--- src/rtl/count_monitor.sv ---
// Count-stream monitor: compare-match with hold-off window, wrap detection and
// optional jump detection (compiled in when COUNT_MONITOR_JUMP_DET_EN is defined).
module count_monitor #(
    parameter int unsigned HOLD_CYCLES = 4
) (
    input  logic       clk,
    input  logic       reset,
    input  logic [7:0] count_in,
    input  logic       cfg_wr,
    input  logic [7:0] cfg_data,
    input  logic       irq_clr,
    output logic       match_pulse,
    output logic       wrap_pulse,
    output logic       jump_pulse,
    output logic       irq,
    output logic [7:0] hits,
    output logic [1:0] state
);

    typedef enum logic [1:0] {
        ST_IDLE  = 2'd0,
        ST_ARMED = 2'd1,
        ST_HOLD  = 2'd2
    } state_t;

    localparam logic [3:0] HOLD_LOAD = 4'(HOLD_CYCLES);

    state_t     state_r;
    state_t     state_nxt_s;
    logic [3:0] hold_cnt_r;
    logic [3:0] hold_cnt_nxt_s;
    logic [7:0] cmp_r;
    logic [7:0] prev_r;
    logic       prev_valid_r;
    logic       match_s;
    logic       wrap_s;
    logic       match_pulse_r;
    logic       wrap_pulse_r;
    logic       irq_r;
    logic [7:0] hits_r;

    function automatic logic is_wrap(input logic [7:0] prev_v, input logic [7:0] cur_v);
        return (prev_v == 8'hFF) && (cur_v == 8'h00);
    endfunction

    // Next-state, hold counter and match decision; match uses the cmp held before any write this cycle
    always_comb begin
        state_nxt_s    = state_r;
        hold_cnt_nxt_s = hold_cnt_r;
        match_s        = 1'b0;
        case (state_r)
            ST_IDLE: begin
                if (cfg_wr) begin
                    state_nxt_s = ST_ARMED;
                end else begin
                    state_nxt_s = ST_IDLE;
                end
            end
            ST_ARMED: begin
                if (count_in == cmp_r) begin
                    match_s        = 1'b1;
                    state_nxt_s    = ST_HOLD;
                    hold_cnt_nxt_s = HOLD_LOAD;
                end else begin
                    state_nxt_s    = ST_ARMED;
                end
            end
            ST_HOLD: begin
                // Leaving on the step that reaches zero makes the window exactly HOLD_CYCLES samples
                if (hold_cnt_r <= 4'd1) begin
                    hold_cnt_nxt_s = 4'd0;
                    state_nxt_s    = ST_ARMED;
                end else begin
                    hold_cnt_nxt_s = hold_cnt_r - 4'd1;
                    state_nxt_s    = ST_HOLD;
                end
            end
            default: begin
                state_nxt_s    = ST_IDLE;
                hold_cnt_nxt_s = 4'd0;
            end
        endcase
    end

    // Wrap decision on the current sample against the previous one
    always_comb begin
        if (prev_valid_r) begin
            wrap_s = is_wrap(prev_r, count_in);
        end else begin
            wrap_s = 1'b0;
        end
    end

    // FSM state and hold counter registers
    always_ff @(posedge clk) begin
        if (reset) begin
            state_r    <= ST_IDLE;
            hold_cnt_r <= 4'd0;
        end else begin
            state_r    <= state_nxt_s;
            hold_cnt_r <= hold_cnt_nxt_s;
        end
    end

    // Compare register and previous-sample history
    always_ff @(posedge clk) begin
        if (reset) begin
            cmp_r        <= 8'h00;
            prev_r       <= 8'h00;
            prev_valid_r <= 1'b0;
        end else begin
            if (cfg_wr) begin
                cmp_r <= cfg_data;
            end
            prev_r       <= count_in;
            prev_valid_r <= 1'b1;
        end
    end

    // Registered pulses, sticky irq (set beats clear) and saturating hit counter
    always_ff @(posedge clk) begin
        if (reset) begin
            match_pulse_r <= 1'b0;
            wrap_pulse_r  <= 1'b0;
            irq_r         <= 1'b0;
            hits_r        <= 8'h00;
        end else begin
            match_pulse_r <= match_s;
            wrap_pulse_r  <= wrap_s;
            if (match_s) begin
                irq_r <= 1'b1;
            end else if (irq_clr) begin
                irq_r <= 1'b0;
            end
            if (match_s && (hits_r != 8'hFF)) begin
                hits_r <= hits_r + 8'd1;
            end
        end
    end

`ifdef COUNT_MONITOR_JUMP_DET_EN
    logic jump_s;
    logic jump_pulse_r;

    function automatic logic is_jump(input logic [7:0] prev_v, input logic [7:0] cur_v);
        return (cur_v != prev_v) && (cur_v != (prev_v + 8'd1));
    endfunction

    // Jump decision: neither a hold nor a modulo-256 increment
    always_comb begin
        if (prev_valid_r) begin
            jump_s = is_jump(prev_r, count_in);
        end else begin
            jump_s = 1'b0;
        end
    end

    // Registered jump pulse
    always_ff @(posedge clk) begin
        if (reset) begin
            jump_pulse_r <= 1'b0;
        end else begin
            jump_pulse_r <= jump_s;
        end
    end

    assign jump_pulse = jump_pulse_r;
`else
    assign jump_pulse = 1'b0;
`endif

    assign match_pulse = match_pulse_r;
    assign wrap_pulse  = wrap_pulse_r;
    assign irq         = irq_r;
    assign hits        = hits_r;
    assign state       = state_r;

endmodule

--- config.mk ---
export PLATFORM = sky130hd
export DESIGN_NAME = count_monitor
export DESIGN_NICKNAME = d
export VERILOG_FILES = /design/src/rtl/count_monitor.sv
export SDC_FILE = /design/constraint.sdc
export NUM_CORES = 1
export LEC_CHECK = 0
export CORE_UTILIZATION = 48
export CTS_CLUSTER_DIAMETER = 40
export DETAILED_ROUTE_END_ITERATION = 7
export GPL_TIMING_DRIVEN = 1
export PLACE_DENSITY = 0.77
export SLEW_MARGIN = 15
export SYNTH_ARGS = -nofsm -noshare
export SYNTH_HDL_FRONTEND = slang
export SYNTH_SLANG_ARGS = --single-unit
--- constraint.sdc ---
create_clock -name clk -period 2.1 [get_ports clk]
set_input_delay 0.315 -clock clk [delete_from_list [all_inputs] [get_ports clk]]
set_output_delay 0.315 -clock clk [all_outputs]
set_load 0.1 [all_outputs]
Word level (Yosys, flattened, before mapping). Cells that the tools add are included.

Add/sub/neg operators: 2. $lt $le $gt $ge: 1. Eq/ne operators: 6. Muxes and demuxes: 12. Bitwise logic cells: 2. Reductions and logical operators: 7.

Operators with widths (number): 4-bit case mux with 3 select lines (1); 8-bit by 1-bit adder with 8-bit output (second input constant) (1); 8-bit equality test (1); 8-bit equality test (second input constant) (1); 8-bit logical NOT (1); 4-bit two-way mux (2); 8-bit != test (second input constant) (1); 1-bit two-way mux (6); 2-bit case mux with 3 select lines (1); 4-bit by 1-bit less-or-equal comparator with 1-bit output (second input constant) (1); 2-bit two-way mux (2); 4-bit by 1-bit subtractor with 4-bit output (second input constant) (1); 2-bit by 1-bit equality test with 1-bit output (second input constant) (1); 2-bit equality test (second input constant) (1); 1-bit logical AND (2); 2-bit logical NOT (1); 2-bit != test (second input constant) (1); 1-bit NOT (2); 2-bit AND reduction (1); 2-bit nonzero test (1); 2-bit OR reduction (1).

Register bits: 34. Input bits: 20. Output and inout bits: 14. Word-level logic and storage cells: 39.

Logic depth before layout (Yosys ltp). Gate-level depths: netlist (run 1).

Depth in word-level cells: 4. Gate-level depth with buffers: 7. Mapped depth without buffers: 7.

Least setup slack after synthesis (run 1). No wires, ideal clock.

Path type: register to register. Start: register hits_r[0], in the netlist hits[0]. End: register hits_r[3], in the netlist hits[3]. Setup time: 0.121 ns. Data arrival time: 2.311 ns. Data required time: 1.979 ns. Path slack: -0.333 ns. Stages on the path, launching flop included: 8. Buffers on the path: 1. Clock period less this slack: 2.433 ns. Path through: dfxtp_1 ha_1 and3_1 nand2_1 and4_1 buf_4 nand4_1 mux2_4.

Longest elaborated chain between the ends: 2. Elaborated cells on any way between the ends: 3. Those cells by class: add/sub: 1; eq/ne: 1; reduce/logical: 1.

Ends and longest elaborated chain: start: declaration (RTL line 40) `logic [7:0] hits_r;`; start signal: assignment (RTL line 136) `hits_r <= hits_r + 8'd1;`; branches (longest 2 deep; another with 8-bit by 1-bit adder with 8-bit output).

Parallel ways; which one is timed is not known. A chain may end at the register's enable or synchronous reset.

Worst setup path in the final report (run 1).
Start: input count_in[6]. End: register hits_r[6], in the netlist hits[6].

Longest elaborated chain between the ends: 4.

Ends and longest elaborated chain: start: declaration (RTL line 8) `input logic [7:0] count_in,`; 8-bit equality test (RTL line 60) `if (count_in == cmp_r) begin`; 1-bit two-way mux (RTL line 60); 1-bit two-way mux (RTL line 51) `case (state_r)`; 1-bit logical AND (RTL line 135) `if (match_s && (hits_r != 8'hFF)) begin`.

No other way between the ends.

==> results of run 1 <==
[power by group through the flow]
stage               Combinational (W)  Clock, W  Sequential (W)
floorplan                   0.0000886         0        0.000705
global placement             0.000166         0        0.000695
detailed placement           0.000171         0        0.000697
CTS                          0.000172  0.000645        0.000682
global route                 0.000186  0.000672        0.000685
finish                       0.000172  0.000639        0.000682
[layer usage]
metal	GRT usage	vias up
met5	0	-
li1	-	674
met3	0.0655	10
met2	0.364	45
met1	0.264	661
met4	0.130	0
[tightest hold or removal path: stages, from the launching register on]
cell,delay (ps)
dfxtp_1,320
nand4_1,70
nor4_1,50
[worst paths after layout]
check                startpoint             to  slack (ps)  cells past startpoint
setup / recovery    count_in[6]        hits[6]         260                      7
hold / removal        prev_r[3]     wrap_pulse         470                      2
setup reg to reg  hold_cnt_r[0]  hold_cnt_r[1]         340                      7
hold reg to reg       prev_r[3]     wrap_pulse         470                      2
[sequential cells by signal, indices dropped and copies added (netlist names)]
name,cells
state,2
cmp_r,8
wrap_pulse,1
prev_r,8
hold_cnt_r,4
match_pulse,1
irq,1
hits,8
prev_valid_r,1
[per-stage QoR]
stage | utilization | hold WS, ps | setup TNS, ps | cell area, um2
6_report | 0.678 | 469 | 0 | 2100
5_1_grt | 0.678 | 504 | 0 | 2100
4_1_cts | 0.678 | 474 | 0 | 2100
3_5_place_dp | 0.642 | 436 | -464 | 1990
3_3_place_gp | 0.642 | 426 | -84.7 | 1990
2_1_floorplan | - | 416 | -170 | 1600
[cells by family (layout without fill, tap and decap cells)]
family / count (synthesis) / in the layout / share of synthesized area
DFF: 34 / 34 / 0.428
xor gates and xnor gates: 10 / 10 / 0.0550
AOI/OAI and AO/OA: 22 / 22 / 0.0943
muxes: 12 / 12 / 0.0794
and+or+nand+nor: 66 / 66 / 0.243
other: 1 / 1 / 0.00236
adders and majority gates: 7 / 7 / 0.0550
buffers and inverters: 16 / 60 / 0.0432
[cells in the final DEF, fill, tap and decap left out, drive strengths merged, types with 4 or more instances in the layout]
cell type      instances
dfxtp                 34
buf                   25
nor2                  19
clkdlybuf4s50         19
nor2b                 11
mux2i                 10
xor2                   9
inv                    8
ha                     7
a21oi                  7
nand2                  6
clkbuf                 6
nand4                  5
nor4                   5
nand3                  4
[area by class of cell]
cell class / count / area (um2)
Timing Repair Buffer: 44 / 378
Tap cell: 44 / 55.1
Inverter: 8 / 30.0
Sequential cell: 34 / 687
Fill cell: 267 / 1000
Clock buffer: 6 / 51.3
Multi-Input combinational cell: 118 / 842
Clock inverter: 2 / 60.1
==> impl_metrics.yaml, run 1 <==
outcome:
  run_status: "complete, no violations"
pwr:
  ir_worst_vdd_uv: 397
  power.share.clock: 0.428
  p_sw_w: 0.000340
  powerDensity_nw_per_um2: 710
  p_sw_frac: 0.228
  power.leakage_nw: 0.882
  p_comb_frac: 0.115
  p_int_w: 0.00115
  p_seq_frac: 0.457
  power_w: 0.00149
placed_design:
  place_hpwl_um: 2580
  gp_congestion: 0.864
  placedCellCount: 248
  pre_cts_ws_ps: -138
  io_buffer_count: 32
clock_network:
  clockBufferDepth: 2
  numCtsBuffers: 5
  clk_pin_slew_ps: 120
  cts_root_buf: "clkbuf_4"
  h-tree-depth: 2
  cts-resized-gates: 0
  cts_sinks: 34
  tritoncts: "yes"
  clock_latency_ps: 350
  cts_post_setup_buffers_inserted: 0
  hold_buffers: 0
final_layout:
  fin_nets: 238
  final_cells: 256
  antenna_cells: 0
  syn_to_final_growth_pct: 32.2
  drive_above_1_share: 0.226
routing:
  dr.pass1.iters: 4
  postRouteAntennaNets: 0
  dr_wl_met3_um: 189
  via_count: 1390
  via_per_inst: 5.43
  drc_errors: 0
  maxUsedRoutingLayer: "met4"
  avgRoutedWirePerCell_um: 13.7
  wl_met1_um: 1580
  wl_um: 3500
  routed-wl-met2_um: 1630
  drtIter0Drc: 95
timing:
  rsz0062_at_grt: "no"
  setup_violations: 0
  final_hold_viol_count: 0
  period_share: 0.877
  min_period_ps: 1840
  finalWorstSetupSlack_ps: 259
  finalMaxSlewViolations: 0
  fmax_mhz: 543
  clock-skew-final_ps: 13.7
setup_path:
  path_buf_inv: 2
  cp.arrival_ps: 2100
  critical-path-max-stage-delay_ps: 460
  worstSetupEndpointType: "flop"
  path_class: "in2reg"
  cp_cell_sequence: "clkdlybuf4s50_1 -> xor2_1 -> nor4_2 -> buf_4 -> nand3_1 -> nor4b_2 -> mux2_2"
  crit_fanout: 5
  crit_required_ps: 2360
  path_delay_family: "buffers and inverters"
  cpMaxStageDelayCell: "clkdlybuf4s50_1"
  start_kind: "input port"
yosys:
  syn_nets: 195
  synthCells: 168
  synthTopCellsByArea: "dfxtp_1 (43%), mux2i_1 (6.3%), ha_1 (5.5%), xor2_1 (5.0%), nor2_1 (4.5%)"
  yosysMostFrequentCell: "dfxtp_1"
  synth_edf_count: 0
  yosysTopAreaCell: "dfxtp_1"
  synth_flop_cell: "dfxtp_1"
  synthTopCellsByCount: "dfxtp_1 (34), nor2_1 (19), nor2b_1 (11)"
  syn_area_um2: 1590
  synth_top_area_share: 0.428
  synth_seq_cells: 34
  synth-async-reset-ratio: 0
  avgSynthCellArea_um2: 9.47
  yosysUniqueCellTypes: 44
  seq_area_frac_synth: 0.428
  yosys_warnings: 0
floorplan:
  ios: 34
  die-height_um: 59.6
  rows: 20
  initial_utilization: 0.513
  dieArea_um2: 3550
  core_um2: 3100
  die_w_um: 59.6
worst_hold_path:
  holdCritPathClass: "reg2reg"
global_route:
  grt_pass1_wl_um: 5760
  overflow: 0
  grt_pass1_vias: 1291
  antenna_found_initial: 0
  grt.total_usage: 0.225
  grt_max_degree: 36
run:
  cap_violations: 0
Power figures use the tool's default switching activity.
==> inputs of run 2 (changes only) <==
--- a/config.mk
+++ b/config.mk
@@ -10,6 +10,7 @@
 export DETAILED_ROUTE_END_ITERATION = 7
 export GPL_TIMING_DRIVEN = 1
 export PLACE_DENSITY = 0.77
+export RECOVER_POWER = 25
 export SLEW_MARGIN = 15
 export SYNTH_ARGS = -nofsm -noshare
 export SYNTH_HDL_FRONTEND = slang
==> run 2 against run 1 <==
  * Total power about the same
  * First-iteration DRC count decreased by 4.2%
  * Clock-buffer cell count unchanged
  * Utilization decreased by 0.081 points
  * Sequential share of layout area about the same
  * Combinational power about the same
  * Critical path type unchanged
  * Worst hold slack improved by 0.81 ps
  * Clock power about the same
  * Largest cell class unchanged
  * Final area decreased by 0.12%
  * Fmax decreased by 4.5%
==> impl_metrics.yaml, run 2 (synthesized netlist as in run 1, its figures left out) <==
outcome:
  run_status: "complete, no violations"
setup_path:
  regToRegStartpoint: "hold_cnt_r[0]"
  crit_required_ps: 2350
  regToRegSetupSlack_ps: 330
  reg2reg_depth: 7
  cp_cell_sequence: "dlygate4sd3_1 -> clkbuf_2 -> inv_1 -> nand2_1 -> a21oi_1 -> a31o_2"
  r2r-end: "hold_cnt_r[1]"
  crit_fanout: 35
  path_class: "in2reg"
  cp.arrival_ps: 2170
  start_kind: "input port"
  cpMaxStageDelayCell: "clkbuf_2"
  critical-path-max-stage-delay_ps: 570
  worstSetupEndpointType: "flop"
pwr:
  ir_worst_vdd_uv: 397
  power_w: 0.00149
  power.leakage_nw: 0.882
  powerDensity_nw_per_um2: 710
timing:
  period_share: 0.918
  clock-skew-final_ps: 13.7
  rsz0062_at_grt: "no"
  min_period_ps: 1930
  finalMaxSlewViolations: 0
  setup_violations: 0
  slew_headroom: 0.520
  final_hold_viol_count: 0
  fmax_mhz: 519
  worst_pin_slew_ps: 720
floorplan:
  ios: 34
  die_w_um: 59.6
  die-height_um: 59.6
  rows: 20
  initial_utilization: 0.513
  core_um2: 3100
  dieArea_um2: 3550
routing:
  drc_errors: 0
  avgRoutedWirePerCell_um: 13.7
  via_count: 1388
  dr.pass1.iters: 4
  wl_um: 3500
  via_per_inst: 5.42
  drtIter0Drc: 91
  postRouteAntennaNets: 0
final_layout:
  fin_nets: 238
  syn_to_final_growth_pct: 32.0
  fin_area_um2: 2100
  final_cell_mix: "dfxtp_1 (29), buf_4 (24), nor2_1 (19), clkdlybuf4s50_1 (18), nor2b_1 (11)"
  mostFrequentLayoutCell: "dfxtp_1"
  drive_above_1_share: 0.226
  antenna_cells: 0
placed_design:
  dpl_cell_area_um2: 1990
  gp_congestion: 0.864
  io_buffer_count: 32
  place_hpwl_um: 2580
clock_network:
  cts_sinks: 34
  cts-resized-gates: 0
  cts_root_buf: "clkbuf_4"
  numCtsBuffers: 5
  cts_post_setup_buffers_inserted: 0
  clockBufferDepth: 2
  h-tree-depth: 2
  clk_pin_slew_ps: 110
  tritoncts: "yes"
  hold_buffers: 0
  clock_latency_ps: 350
global_route:
  grt_max_degree: 36
  grt_pass1_wl_um: 5760
  grt_pass1_vias: 1291
  antenna_found_initial: 0
  grt.total_usage: 0.225
  overflow: 0
worst_hold_path:
  holdPathEnd: "wrap_pulse"
  hp-start: "prev_r[3]"
  worstHoldPathCells: 2
  holdCritPathClass: "reg2reg"
run:
  cap_violations: 0
==> run 2: cell types whose count changed in the layout (fill, tap and decap cells not counted), sizes merged <==
cell | before | now
clkbuf | 6 | 7
buf | 25 | 24
clkdlybuf4s50 | 19 | 18
dlygate4sd3 | 0 | 1
==> run 2: worst max-delay path: cells and delay by family <==
family          cells  cell delay, ps
simple gates        1             160
compound gates      2             270
buf+inv             3            1420
==> run 2: area by class of cell <==
| class | instances | area (um2) |
|---|---|---|
| multi-input cells | 118 | 842 |
| repair buffers | 44 | 375 |
| fillers | 268 | 1000 |
| clock buffers | 6 | 51.3 |
| clock inverters | 2 | 60.1 |
| well taps | 44 | 55.1 |
| flip-flops and latches | 34 | 687 |
| inverters | 8 | 30.0 |
==> run 2: power breakdown <==
part | internal [W] | switching, W
clock network | 0.000403 | 0.000236
registers | 0.000667 | 0.0000148
logic | 0.0000817 | 0.0000896
total | 0.00115 | 0.000340
==> run 2: per-layer routing <==
metal,vias to the layer above,routed length [um],GRT usage
met5,-,0,0
met4,0,108,0.130
met3,10,190,0.0655
met2,45,1630,0.364
met1,659,1580,0.264
li1,674,-,-
==> run 2: worst max-delay path by stage <==
stage | startpoint | end | slack [ps] | cells after the start
floorplan | hits[5] | hits[3] | -170 | 6
global placement | count_in[6] | hits[6] | -60 | 7
detailed placement | count_in[6] | hits[6] | -140 | 7
CTS | count_in[6] | hits[6] | 240 | 7
global route | reset | hits[2] | 100 | 6
finish | reset | hits[2] | 170 | 6
==> run 2: per-stage QoR <==
step	TNS, ps	util	setup slack, ps	cells	hold WS [ps]
after floorplan	-170	-	-170	168	416
after global placement	-84.7	0.642	-64.0	248	426
after detailed placement	-464	0.642	-138	248	436
after CTS	0	0.678	244	256	474
after global routing	0	0.677	102	256	504
final	0	0.677	173	256	470
